--- src/rtl/mult_share_pkg.sv ---
// ============================================================================
// Module : mult_share_pkg
// Desc   : Shared widths, id-width helper and response record for the
//          shared-multiplier arbiter.
// Rev    : 1.0
// ============================================================================
`default_nettype none

package mult_share_pkg;

    localparam int OP_W     = 4;
    localparam int PROD_W   = 8;
    localparam int MAX_ID_W = 3;

    function automatic int id_w(input int n);
        if (n <= 2) return 1;
        return $clog2(n);
    endfunction

    // Sized for the largest supported requester count (8).
    typedef struct packed {
        logic [MAX_ID_W-1:0] id;
        logic [PROD_W-1:0]   prod;
    } rsp_t;

endpackage

`default_nettype wire

--- src/rtl/booth_radix4_multiplier.sv ---
// ============================================================================
// Module : booth_radix4_multiplier
// Desc   : Combinational radix-4 Booth multiplier, signed OP_W x OP_W -> PROD_W.
// Rev    : 1.0
// ============================================================================
`default_nettype none

module booth_radix4_multiplier
    import mult_share_pkg::*;
(
    input  logic [OP_W-1:0]   a_i,
    input  logic [OP_W-1:0]   b_i,
    output logic [PROD_W-1:0] p_o
);

    localparam int C_NDIG = OP_W / 2;

    logic [OP_W:0]     w_b_ext;
    logic [PROD_W-1:0] w_a_ext;
    logic [PROD_W-1:0] w_sum;

    assign w_b_ext = {b_i, 1'b0};
    assign w_a_ext = {{(PROD_W-OP_W){a_i[OP_W-1]}}, a_i};

    // Modulo-2^PROD_W accumulation is exact because the true product always fits.
    always_comb begin
        w_sum = '0;
        for (int d = 0; d < C_NDIG; d++) begin
            case (w_b_ext[2*d +: 3])
                3'b001, 3'b010: w_sum = w_sum + (w_a_ext << (2*d));
                3'b011:         w_sum = w_sum + (w_a_ext << (2*d + 1));
                3'b100:         w_sum = w_sum - (w_a_ext << (2*d + 1));
                3'b101, 3'b110: w_sum = w_sum - (w_a_ext << (2*d));
                default:        w_sum = w_sum;
            endcase
        end
    end

    assign p_o = w_sum;

endmodule

`default_nettype wire

--- src/rtl/rr_arbiter.sv ---
// ============================================================================
// Module : rr_arbiter
// Desc   : Combinational round-robin pick: first request at or after ptr_i.
// Rev    : 1.0
// ============================================================================
`default_nettype none

module rr_arbiter
    import mult_share_pkg::*;
#(
    parameter int N = 4
) (
    input  logic [N-1:0]        req_i,
    input  logic [id_w(N)-1:0]  ptr_i,
    input  logic                en_i,
    output logic [N-1:0]        gnt_o,
    output logic [id_w(N)-1:0]  gnt_idx_o
);

    localparam int            IW  = id_w(N);
    localparam logic [IW:0]   C_N = (IW+1)'(N);

    logic [IW:0] w_cand;
    logic        w_found;

    // gnt_idx_o is meaningful whenever any request is set; gnt_o is gated by en_i.
    always_comb begin
        gnt_o     = '0;
        gnt_idx_o = '0;
        w_found   = 1'b0;
        w_cand    = '0;
        for (int k = 0; k < N; k++) begin
            w_cand = {1'b0, ptr_i} + (IW+1)'(k);
            if (w_cand >= C_N) begin
                w_cand = w_cand - C_N;
            end
            if (!w_found && req_i[w_cand[IW-1:0]]) begin
                w_found   = 1'b1;
                gnt_idx_o = w_cand[IW-1:0];
            end
        end
        if (en_i && w_found) begin
            gnt_o[gnt_idx_o] = 1'b1;
        end
    end

endmodule

`default_nettype wire

--- src/rtl/mult_share_arbiter.sv ---
// ============================================================================
// Module : mult_share_arbiter
// Desc   : Round-robin sharing of one Booth multiplier across N_REQ requesters
//          with a single registered, backpressured response slot.
// Rev    : 1.0
// ============================================================================
`default_nettype none

module mult_share_arbiter
    import mult_share_pkg::*;
#(
    parameter int N_REQ = 4,
    parameter int CNT_W = 16
) (
    input  logic                     clk,
    input  logic                     rst,
    input  logic [N_REQ-1:0]         req_valid,
    output logic [N_REQ-1:0]         req_ready,
    input  logic [N_REQ*OP_W-1:0]    req_a,
    input  logic [N_REQ*OP_W-1:0]    req_b,
    output logic                     rsp_valid,
    input  logic                     rsp_ready,
    output logic [id_w(N_REQ)-1:0]   rsp_id,
    output logic [PROD_W-1:0]        rsp_p,
    output logic [CNT_W-1:0]         op_count
);

    localparam int IDW = id_w(N_REQ);

    logic             rsp_valid_q, rsp_valid_d;
    rsp_t             rsp_q, rsp_d;
    logic [IDW-1:0]   rr_ptr_q, rr_ptr_d;
    logic [CNT_W-1:0] op_count_q, op_count_d;

    logic              w_can_accept;
    logic              w_arb_en;
    logic              w_accept;
    logic [N_REQ-1:0]  w_gnt;
    logic [IDW-1:0]    w_gnt_idx;
    logic [OP_W-1:0]   w_op_a;
    logic [OP_W-1:0]   w_op_b;
    logic [PROD_W-1:0] w_prod;
    logic              w_unused_id;

    // The slot may be refilled in the same cycle it is drained.
    assign w_can_accept = !rsp_valid_q || rsp_ready;
    assign w_arb_en     = w_can_accept && !rst;

    rr_arbiter #(
        .N (N_REQ)
    ) u_arb (
        .req_i     (req_valid),
        .ptr_i     (rr_ptr_q),
        .en_i      (w_arb_en),
        .gnt_o     (w_gnt),
        .gnt_idx_o (w_gnt_idx)
    );

    always_comb begin
        w_op_a = '0;
        w_op_b = '0;
        for (int i = 0; i < N_REQ; i++) begin
            if (w_gnt_idx == IDW'(i)) begin
                w_op_a = req_a[i*OP_W +: OP_W];
                w_op_b = req_b[i*OP_W +: OP_W];
            end
        end
    end

    booth_radix4_multiplier u_mult (
        .a_i (w_op_a),
        .b_i (w_op_b),
        .p_o (w_prod)
    );

    assign w_accept = |(req_valid & w_gnt);

    always_comb begin
        rsp_valid_d = rsp_valid_q;
        rsp_d       = rsp_q;
        rr_ptr_d    = rr_ptr_q;
        op_count_d  = op_count_q;
        if (w_accept) begin
            rsp_valid_d = 1'b1;
            rsp_d.id    = MAX_ID_W'(w_gnt_idx);
            rsp_d.prod  = w_prod;
            rr_ptr_d    = (w_gnt_idx == IDW'(N_REQ-1)) ? '0 : w_gnt_idx + IDW'(1);
            if (op_count_q != '1) begin
                op_count_d = op_count_q + CNT_W'(1);
            end
        end else if (rsp_ready) begin
            rsp_valid_d = 1'b0;
        end
    end

    always_ff @(posedge clk) begin
        if (rst) begin
            rsp_valid_q <= 1'b0;
            rsp_q       <= '0;
            rr_ptr_q    <= '0;
            op_count_q  <= '0;
        end else begin
            rsp_valid_q <= rsp_valid_d;
            rsp_q       <= rsp_d;
            rr_ptr_q    <= rr_ptr_d;
            op_count_q  <= op_count_d;
        end
    end

    assign req_ready   = w_gnt;
    assign rsp_valid   = rsp_valid_q;
    assign rsp_id      = rsp_q.id[IDW-1:0];
    assign rsp_p       = rsp_q.prod;
    assign op_count    = op_count_q;
    assign w_unused_id = ^rsp_q.id;

endmodule

`default_nettype wire

--- config.mk ---
export PLATFORM = sky130hd
export DESIGN_NAME = mult_share_arbiter
export DESIGN_NICKNAME = d
export VERILOG_FILES = /design/src/rtl/mult_share_pkg.sv /design/src/rtl/booth_radix4_multiplier.sv /design/src/rtl/rr_arbiter.sv /design/src/rtl/mult_share_arbiter.sv
export SDC_FILE = /design/constraint.sdc
export NUM_CORES = 1
export LEC_CHECK = 0
export BUFFER_PORTS_ARGS = -buffer_cell sky130_fd_sc_hd__buf_2
export CAP_MARGIN = 20
export CORE_UTILIZATION = 49
export CTS_CLUSTER_DIAMETER = 80
export DETAILED_ROUTE_END_ITERATION = 12
export PLACE_DENSITY = 0.76
export SLEW_MARGIN = 20
export SYNTH_ARGS = -nofsm -noshare
export SYNTH_HDL_FRONTEND = slang
export SYNTH_HIERARCHICAL = 1
export SYNTH_SLANG_ARGS = --single-unit
--- constraint.sdc ---
create_clock -name clk -period 5.2 [get_ports clk]
set_input_delay 0.78 -clock clk [delete_from_list [all_inputs] [get_ports clk]]
set_output_delay 0.78 -clock clk [all_outputs]
set_load 0.02 [all_outputs]
Yosys cells after proc, flatten, opt, wreduce, memory -nomap -nowiden
Index checks and enable logic that the tools add are counted.

Logic and storage cells: 98. Register bits: 29. Output and inout port bits: 31.

$lt $le $gt $ge: 10. Reduce and logical (&&, ||, !) cells: 18. Multiplexer cells: 36. Eq/ne operators: 13. Bitwise operators: 1. $add $sub $neg: 15.

Operators by type and width (number): $mux 4 (9); $pmux 8 s4 (1); $pmux 8 s3 (1); $mux 2 (9); $add 16x1->16 const B (1); $add 8x8->8 (2); $ne 16x16->1 const B (1); $sub 8x8->8 (2); $lt 2x3->1 const B (5); $mux 1 (11); $eq 3x3->1 const B (3); $ge 3x3->1 const B (3); $bmux 1 s2 (4); $eq 2x2->1 const B (4); $sub 2x1->2 const B (4); $add 2x2->3 const B (2); $eq 3x2->1 const B (2); $logic_and 1x1->1 (6); $sub 1x5->6 const A (1); $logic_not 1->1 (5); $sub 1x4->5 const A (1); $and 4x4->4 (1); $eq 2x1->1 const B (2); $reduce_or 2->1 (2); 11 further kinds (11).

Logic depth before layout (Yosys ltp)
Gate-level depths: netlist of the first run.

Depth in word-level cells: 23. Depth in mapped cells: 27.

Hierarchy
Netlist of the first run, hierarchy kept.

By module, submodules not included: mult_share_arbiter (sequential area each 580.6 µm², cells an instance 205, times used 1, area an instance 1641.6 µm²); booth_radix4_multiplier (sequential area each 0.0 µm², cells an instance 118, times used 1, area an instance 892.1 µm²); rr_arbiter (sequential area each 0.0 µm², cells an instance 19, times used 1, area an instance 135.1 µm²).

Worst setup path after synthesis of the first run
Ideal clock, no wire load.

Path kind: input port to flip-flop. Start point: input port req_valid[3]. End point: register rsp_q, in the netlist rsp_p[7]. Arrival time: 5147 ps. Library setup time: 132 ps. Slack: -79 ps. Path buffers: 1. Required time: 5068 ps. Stages: 25. Path through: a2bb2oi_1 o221ai_2 nor2_1 ha_1 clkbuf_1 nor2b_1 a221oi_1 o31ai_1 inv_1 ha_1 nor2b_1 nor3_1 a21oi_1 o21ai_0 inv_1 ha_1 inv_1 fa_1 nand3_1 a21bo_2 a211oi_1 nor4_1 nand4b_1 nand2_1 a21oi_1.

Longest elaborated chain between the ends: 21.

Ends and longest elaborated chain: start: declaration (line mult_share_arbiter.sv:17) `input logic [N_REQ-1:0] req_valid,`; $bmux 1 s2 (line rr_arbiter.sv:37) `if (!w_found && req_i[w_cand[IW-1:0]]) begin`; $mux 1 (not written as such) (line rr_arbiter.sv:37); $mux 1 (line rr_arbiter.sv:37); $logic_not 1->1 (line rr_arbiter.sv:37); $logic_and 1x1->1 (line rr_arbiter.sv:37); $mux 1 (line rr_arbiter.sv:37); $logic_not 1->1 (line rr_arbiter.sv:37); $logic_and 1x1->1 (line rr_arbiter.sv:37); [... 4 more ...]; via w_gnt_idx[0] (line mult_share_arbiter.sv:39) `logic [IDW-1:0] w_gnt_idx;`; [... 1 more ...]; $mux 4 (3 in a row) (line mult_share_arbiter.sv:63) `if (w_gnt_idx == IDW'(i)) begin`; $mux 4 * (line mult_share_arbiter.sv:63); via w_op_a[0] (line mult_share_arbiter.sv:40) `logic [OP_W-1:0] w_op_a;`; $sub 1x5->6 / $sub 1x4->5 (equally long branches) (line booth_radix4_multiplier.sv:32, booth_radix4_multiplier.sv:33); $pmux 8 s3 (line booth_radix4_multiplier.sv:29) `case (w_b_ext[2*d +: 3])`; $sub 8x8->8 (tied with other cells) (line booth_radix4_multiplier.sv:33) `3'b101, 3'b110: w_sum = w_sum - (w_a_ext << (2*d));`; $pmux 8 s4 * (line booth_radix4_multiplier.sv:29); via w_prod[7] (line mult_share_arbiter.sv:42) `logic [PROD_W-1:0] w_prod;`; end signal: assignment (line mult_share_arbiter.sv:104) `rsp_q <= rsp_d;`; end: declaration (line mult_share_arbiter.sv:31) `rsp_t rsp_q, rsp_d;`.

Mark *: on every way through the listed nets, which the timed path passes. The rest lies on a longest branch. The select of a mux whose other input is x is not followed. A chain may end at the register's enable or synchronous reset.

Worst setup path in the final report of the first run
Start point: input port req_valid[0]. End point: register rsp_q, in the netlist rsp_p[7].

RTL lines: $bmux 1 s2 (line rr_arbiter.sv:37); $mux 1 (not written as such) (line rr_arbiter.sv:37); $mux 1 (line rr_arbiter.sv:37); $logic_not 1->1 (line rr_arbiter.sv:37); $logic_and 1x1->1 (line rr_arbiter.sv:37); $mux 1 (line rr_arbiter.sv:37); $logic_not 1->1 (line rr_arbiter.sv:37); $logic_and 1x1->1 (line rr_arbiter.sv:37); [... 4 more ...]; via w_gnt_idx[0] (line mult_share_arbiter.sv:39); $logic_not 2->1 (line mult_share_arbiter.sv:63); $mux 4 (3 in a row) (line mult_share_arbiter.sv:63); $mux 4 * (line mult_share_arbiter.sv:63); via w_op_b[2] (line mult_share_arbiter.sv:41) `logic [OP_W-1:0] w_op_b;`; $eq 3x3->1 (tied with other cells) (line booth_radix4_multiplier.sv:29); $reduce_or 2->1 (line booth_radix4_multiplier.sv:29); $pmux 8 s4 * (line booth_radix4_multiplier.sv:29); via w_prod[7] (line mult_share_arbiter.sv:42).

Marks and branches as above.

==> results of run 1 <==
## layer usage
layer,wire length (µm),part of all wire,GRT usage,vias up
met4,40,0.0056,0.0309,0
met2,3460,0.49,0.434,75
met1,3290,0.46,0.338,1348
met3,307,0.043,0.0608,4
met5,0,0,0,-
li1,-,-,-,1437
## where the power goes
| part | total (mW) | switching [mW] | internal [mW] |
|---|---|---|---|
| Combinational | 1.21 | 0.659 | 0.555 |
| Sequential | 0.263 | 0.0168 | 0.247 |
| Clock | 0.204 | 0.0843 | 0.119 |
| Total | 1.68 | 0.760 | 0.921 |
## through the flow
stage          hold slack [ps]  utilization  total power, mW  setup TNS, ps
6_report                   450        0.638             1.68              0
5_1_grt                    476        0.638             1.84              0
4_1_cts                    457        0.636             1.67              0
3_5_place_dp               446        0.617             1.46          -20.8
3_3_place_gp               437        0.617             1.44              0
2_1_floorplan              432            -             1.17              0
## final cells by class
class                   instances  area share
clock buffers                   7      0.0292
clock inverters                 1     0.00152
inverters                      16      0.0182
multi-input cells             280       0.596
flip-flops and latches         29       0.176
well taps                      70      0.0265
repair buffers                 90       0.152
## how the worst min path moves through the flow
stage,slack [ps],start,depth (start not counted),endpoint
after floorplan,430,rr_ptr_q[0]$_SDFFE_PP0P_,2,rr_ptr_q[0]$_SDFFE_PP0P_
after global placement,440,rsp_p[1]$_SDFFE_PP0P_,2,rsp_p[1]$_SDFFE_PP0P_
after detailed placement,450,rsp_p[5]$_SDFFE_PP0P_,2,rsp_p[5]$_SDFFE_PP0P_
after CTS,460,rsp_id[1]$_SDFFE_PP0P_,2,rsp_id[1]$_SDFFE_PP0P_
after global routing,480,rsp_id[1]$_SDFFE_PP0P_,2,rsp_id[1]$_SDFFE_PP0P_
final,450,rsp_id[1]$_SDFFE_PP0P_,2,rsp_id[1]$_SDFFE_PP0P_
## cell families (layout without fill, tap and decap cells)
| logic type | count (synthesis) | after routing | share of synthesized area |
|---|---|---|---|
| mux | 11 | 11 | 0.0455 |
| fa+ha+maj | 17 | 17 | 0.0853 |
| simple gates | 140 | 140 | 0.291 |
| compound gates | 100 | 100 | 0.261 |
| buf+inv | 33 | 114 | 0.0539 |
| flops | 29 | 29 | 0.218 |
| xor+xnor | 12 | 12 | 0.0464 |
## worst max-delay path: stages
cell and delay, ps:
buf_2 130, mux2_2 260, nand2_1 90, o221ai_2 130, nor2_1 210, inv_1 90, ha_1 220, nor2b_1 160
buf_4 150, a221oi_1 280, o31ai_1 110, buf_4 170, nand2b_1 180, nor2_1 310, mux2i_1 400, fa_1 280
nand3_1 160, a21bo_2 230, a211oi_1 280, nor4_1 80, nand4b_1 170, nand2_1 70, a21oi_1 70
## state kept, by name, indices dropped and copies added, names as in the netlist
name and cells:
op_count 16, rr_ptr_q 2, rsp_id 2, rsp_valid 1
rsp_p 8
## synth_stat cells, types with 2 or more instances
cell type  instances  share of area
a211oi_1           3         0.0084
a21bo_2            2         0.0075
a21o_1             4          0.011
a21oi_1           34          0.064
a221o_1            4          0.015
a221oi_1           7          0.023
a22oi_1            2         0.0056
and2_1             3         0.0070
and3_1             3         0.0070
and4_1             3         0.0098
buf_2              7          0.013
clkbuf_1           8          0.011
dfxtp_1           29           0.22
fa_1               2          0.015
ha_1              15          0.070
inv_1             15          0.021
mux2_2             4          0.017
mux2i_1            5          0.019
nand2_1           44          0.062
nand2b_1           5          0.012
nand3_1            9          0.017
nand3b_1           3         0.0084
nand4_1            4         0.0094
nor2_1            17          0.024
nor2b_1           16          0.038
nor3_1             8          0.015
nor4_1             5          0.012
o211a_1            3          0.011
o21a_1             2         0.0056
o21ai_0           10          0.019
o21bai_1           2         0.0056
o31ai_1           16          0.045
or3_1              2         0.0047
or4_1              8          0.023
xnor2_1            9          0.030
xor2_1             2         0.0066
## what timing repair did
item	in CTS	in global routing
resized for setup	0	3
setup endpoints to repair	0	1
buffers inserted	0	0
==> metrics.txt, run 1 <==
#FFs+latches synth=29; antenna diode count=0; critical path class=input pin to register; reg2reg end=rsp_p[7]$_SDFFE_PP0P_; Clock Latency Late Sink=270 ps; total congestion overflow=0; # fillers=464; # placed instances=485; commonest cells after routing, fill and taps aside=buf_2, nand2_1, a21oi_1; post-route cell area=3300 µm²; die width=75.8 µm; status=completed; count of pins over their slew limit=0; IO Pins=70; WP data required=5350 ps; non-filler instance count after layout=493; Iter 0 DRT Violations=108; Final GP Congestion=0.847; Hold Vio Cnt, Final=0; HPWL Detailed=5360 µm; syn nets=398; post-synthesis cell type count=63; root buffer cell=clkbuf_8; Mapped Area=2670 µm²; # setup viols final=0; max_cap viols=0; DR vias/cell=5.81; Syn Area/Cell=7.80 µm²; Sequential Area=581 µm²; H-tree Lvls=2; DR pass1 iterations=4; worst r2r path cells=22; Tcrit/Tclk final=0.932; Core Region=5170 µm²; Worst setup SP type=input pin; number of flops mapped to enable cells by yosys=0; cell row count=26; Max Freq=206 MHz; Worst Slack Setup Final=351 ps; FF-to-FF Start=rr_ptr_q[1]$_SDFFE_PP0P_; CTS Buf Count=5; antenna violations before repair=0; Post-CTS Hold Buffers=0; class of the worst hold path=register to register; critical path endpoint category=register; Initial Util=0.516; Clock transition at path regs=60 ps; sequential-to-total area share from yosys stat=0.218; DIE AREA=5750 µm²; Synth Warn #=6; Clock Path Buffers=2; Peak VDD IR=0.000480 V; FF-to-FF setup slack=420 ps; capture point of the worst path=rsp_p[7]$_SDFFE_PP0P_; All-Layer GR Usage=0.255; CP max FO=6; share of post-route cells with drive strength above 1=0.284; routed length per instance=14.4 µm; Worst Max-Slew Pin Slew=1020 ps; total length of routed wires=7100 µm; Top FF cell, synth=dfxtp_1; commonest non-fill, non-tap cell in the layout=buf_2; Multi-input gate area=1970 µm²; Sink Count=29; Routed Antenna Nets=0; unrepaired setup endpoints after global routing=no; Post-Synthesis Cells=342; worst rel slew slack=0.322; asr flop ratio synth=0; CP arrival=5000 ps; Area after DPL=3190 µm²; drt drc=0; synth-to-layout area growth=23.6%; PD cells=509 nW/µm²; leakage power figure=1.45 nW; CTS tree=done; Final Skew=7.58 ps; Nets=478; # port buffers=69; routed vias=2864; Die Y=75.8 µm; Final min period=4850 ps; largest net degree at the start of global routing=34; crit path launch=req_valid[0]; first-pass GRT wire length=11300 µm; Setup WS pre-CTS=-20.8 ps; vias in the first global route=2519
Note: power is estimated with default switching activity, not from simulation.
==> run 2, diff against run 1 <==
--- a/config.mk
+++ b/config.mk
@@ -5,12 +5,14 @@
 export SDC_FILE = /design/constraint.sdc
 export NUM_CORES = 1
 export LEC_CHECK = 0
+export ABC_AREA = 1
 export BUFFER_PORTS_ARGS = -buffer_cell sky130_fd_sc_hd__buf_2
 export CAP_MARGIN = 20
 export CORE_UTILIZATION = 49
 export CTS_CLUSTER_DIAMETER = 80
 export DETAILED_ROUTE_END_ITERATION = 12
-export PLACE_DENSITY = 0.76
+export MAX_ROUTING_LAYER = met4
+export PLACE_DENSITY = 0.75
 export SLEW_MARGIN = 20
 export SYNTH_ARGS = -nofsm -noshare
 export SYNTH_HDL_FRONTEND = slang
==> metrics.txt, run 2 <==
# setup viols final=0; Initial Util=0.516; FF-to-FF Start=rr_ptr_q[1]$_SDFFE_PP0P_; CTS Buf Count=5; vias in the first global route=3096; Die Y=78.8 µm; commonest non-fill, non-tap cell in the layout=nand2_1; first-pass GRT wire length=12800 µm; Synth top area share=0.201; Final GP Congestion=0.881; die width=78.8 µm; largest net degree at the start of global routing=23; max FFs per register=16; Clock transition at path regs=60 ps; DIE AREA=6210 µm²; worst r2r path cells=32; DR pass1 iterations=5; count of pins over their slew limit=0; synth-to-layout area growth=18.5%; worst rel slew slack=0.583; drt drc=0; Multi-input gate area=2060 µm²; unrepaired setup endpoints after global routing=no; CP bufs+invs=6; kind of cell adding the most delay to the critical path=simple AND/OR/NAND/NOR gates; reg2reg end=rsp_p[7]$_SDFFE_PP0P_; Sink Count=29; CTS tree=done; Syn Area/Cell=5.99 µm²; total congestion overflow=0; root buffer cell=clkbuf_8; Routed Antenna Nets=0; Hold Vio Cnt, Final=0; IO Pins=70; startpoint of the worst hold path=rsp_valid$_SDFFE_PP0P_; total length of routed wires=7460 µm; Worst path slowest cell=a21oi_1; All-Layer GR Usage=0.257; FF-to-FF setup slack=650 ps; stages on the worst setup path=32; asr flop ratio synth=0; most area-hungry cell type in the Yosys netlist=dfxtp_1; HPWL Detailed=6000 µm; Worst Max-Slew Pin Slew=625 ps; Top FF cell, synth=dfxtp_1; Clock Latency Late Sink=270 ps; post-synthesis cell type count=37; number of flops mapped to enable cells by yosys=0; Final Skew=4.43 ps; Clock Path Buffers=2; # fillers=557; setup_tns=0 ps; CP max FO=9; commonest cells in the netlist=nand2_1, nor2_1, a21oi_1, inv_1, nand3_1; Max Freq=214 MHz; status=completed; class of the worst hold path=register to register; routed vias=3298; sequential-to-total area share from yosys stat=0.201; commonest cells after routing, fill and taps aside=nand2_1, buf_2, nor2_1; max_cap viols=0; DR vias/cell=5.24; Hold Crit Depth=2; Nets=612; CP arrival=4840 ps; most frequent cell after synthesis=nand2_1; WP data required=5370 ps; H-tree Lvls=2; syn nets=539; Worst setup SP type=input pin; antenna diode count=0; Final min period=4670 ps; routed length per instance=11.9 µm; Post-Synthesis Cells=483; #FFs+latches synth=29; antenna violations before repair=0; Synth Warn #=6; Mapped Area=2890 µm²; WHS Endpoint=rsp_valid$_SDFFE_PP0P_; cell row count=27; slowest stage delay, CP=410 ps; Core Region=5610 µm²; Sequential Area=582 µm²; critical path class=input pin to register; Tcrit/Tclk final=0.899; Iter 0 DRT Violations=185; # port buffers=69; synth top area cells=dfxtp_1, nand2_1, nor2_1, a21oi_1, nand3_1; critical path endpoint category=register; share of post-route cells with drive strength above 1=0.259
## run 2: cell count changes after synthesis, sizes merged, moves of 16 or more
cell and delta:
nand2 +106, nor2 +56, inv +39, nand3 +37
o21ai +18, nor2b -16, o31ai -16
## run 2: worst max-delay path by stage
stage / startpoint / end / slack (ps)
2_1_floorplan: req_valid[3] / rsp_p[7]$_SDFFE_PP0P_ / 530
3_3_place_gp: req_valid[2] / rsp_p[7]$_SDFFE_PP0P_ / 220
3_5_place_dp: req_valid[2] / rsp_p[7]$_SDFFE_PP0P_ / 90
4_1_cts: rr_ptr_q[0]$_SDFFE_PP0P_ / rsp_p[7]$_SDFFE_PP0P_ / 350
5_1_grt: req_valid[2] / rsp_p[7]$_SDFFE_PP0P_ / 50
6_report: req_valid[3] / rsp_p[7]$_SDFFE_PP0P_ / 530
## run 2: stage by stage
step | cell area [µm²] | utilization | setup WS (ps) | instances | hold WS (ps)
2_1_floorplan | 2890 | - | 527 | 483 | 454
3_3_place_gp | 3320 | 0.591 | 218 | 620 | 459
3_5_place_dp | 3320 | 0.591 | 89.9 | 620 | 467
4_1_cts | 3400 | 0.606 | 355 | 628 | 475
5_1_grt | 3430 | 0.611 | 53.6 | 629 | 514
6_report | 3430 | 0.611 | 527 | 629 | 477
## run 2: tightest hold or removal path, stage by stage, from the launching register on
cell	delay, ps
dfxtp_1	310
nand2_1	60
a21oi_1	50
## run 2: what timing repair did
action                                  CTS  global route
endpoints found under the setup margin    0             3
buffers inserted                          0             1
gates resized for setup                   0             6
hold buffers                              0             0
## run 2: cell families after synthesis
kind of cell,after synthesis,synth area share
mux,1,0.00346
simple gates,284,0.452
flops,29,0.201
xor+xnor,4,0.0121
fa+ha+maj,17,0.0788
buf+inv,66,0.0948
compound gates,82,0.158
## run 2: metal layers
metal	global-route usage	up-vias	part of all wire
met5	-	-	0
met4	0.0836	0	0.020
met3	0.0310	18	0.042
met2	0.464	84	0.49
met1	0.295	1490	0.45
li1	-	1706	-
## run 2: area by class of cell
cell class / instances / area share
sequential: 29 / 0.170
clock inverter: 2 / 0.00292
clock buffer: 6 / 0.0212
multi-input combinational: 388 / 0.600
tap: 72 / 0.0263
inverter: 56 / 0.0635
timing repair buffer: 76 / 0.116
Power of run 2 is left out: the tool's default activity adds up to more than one toggle a clock period on the data nets, which glitch-free logic cannot reach.
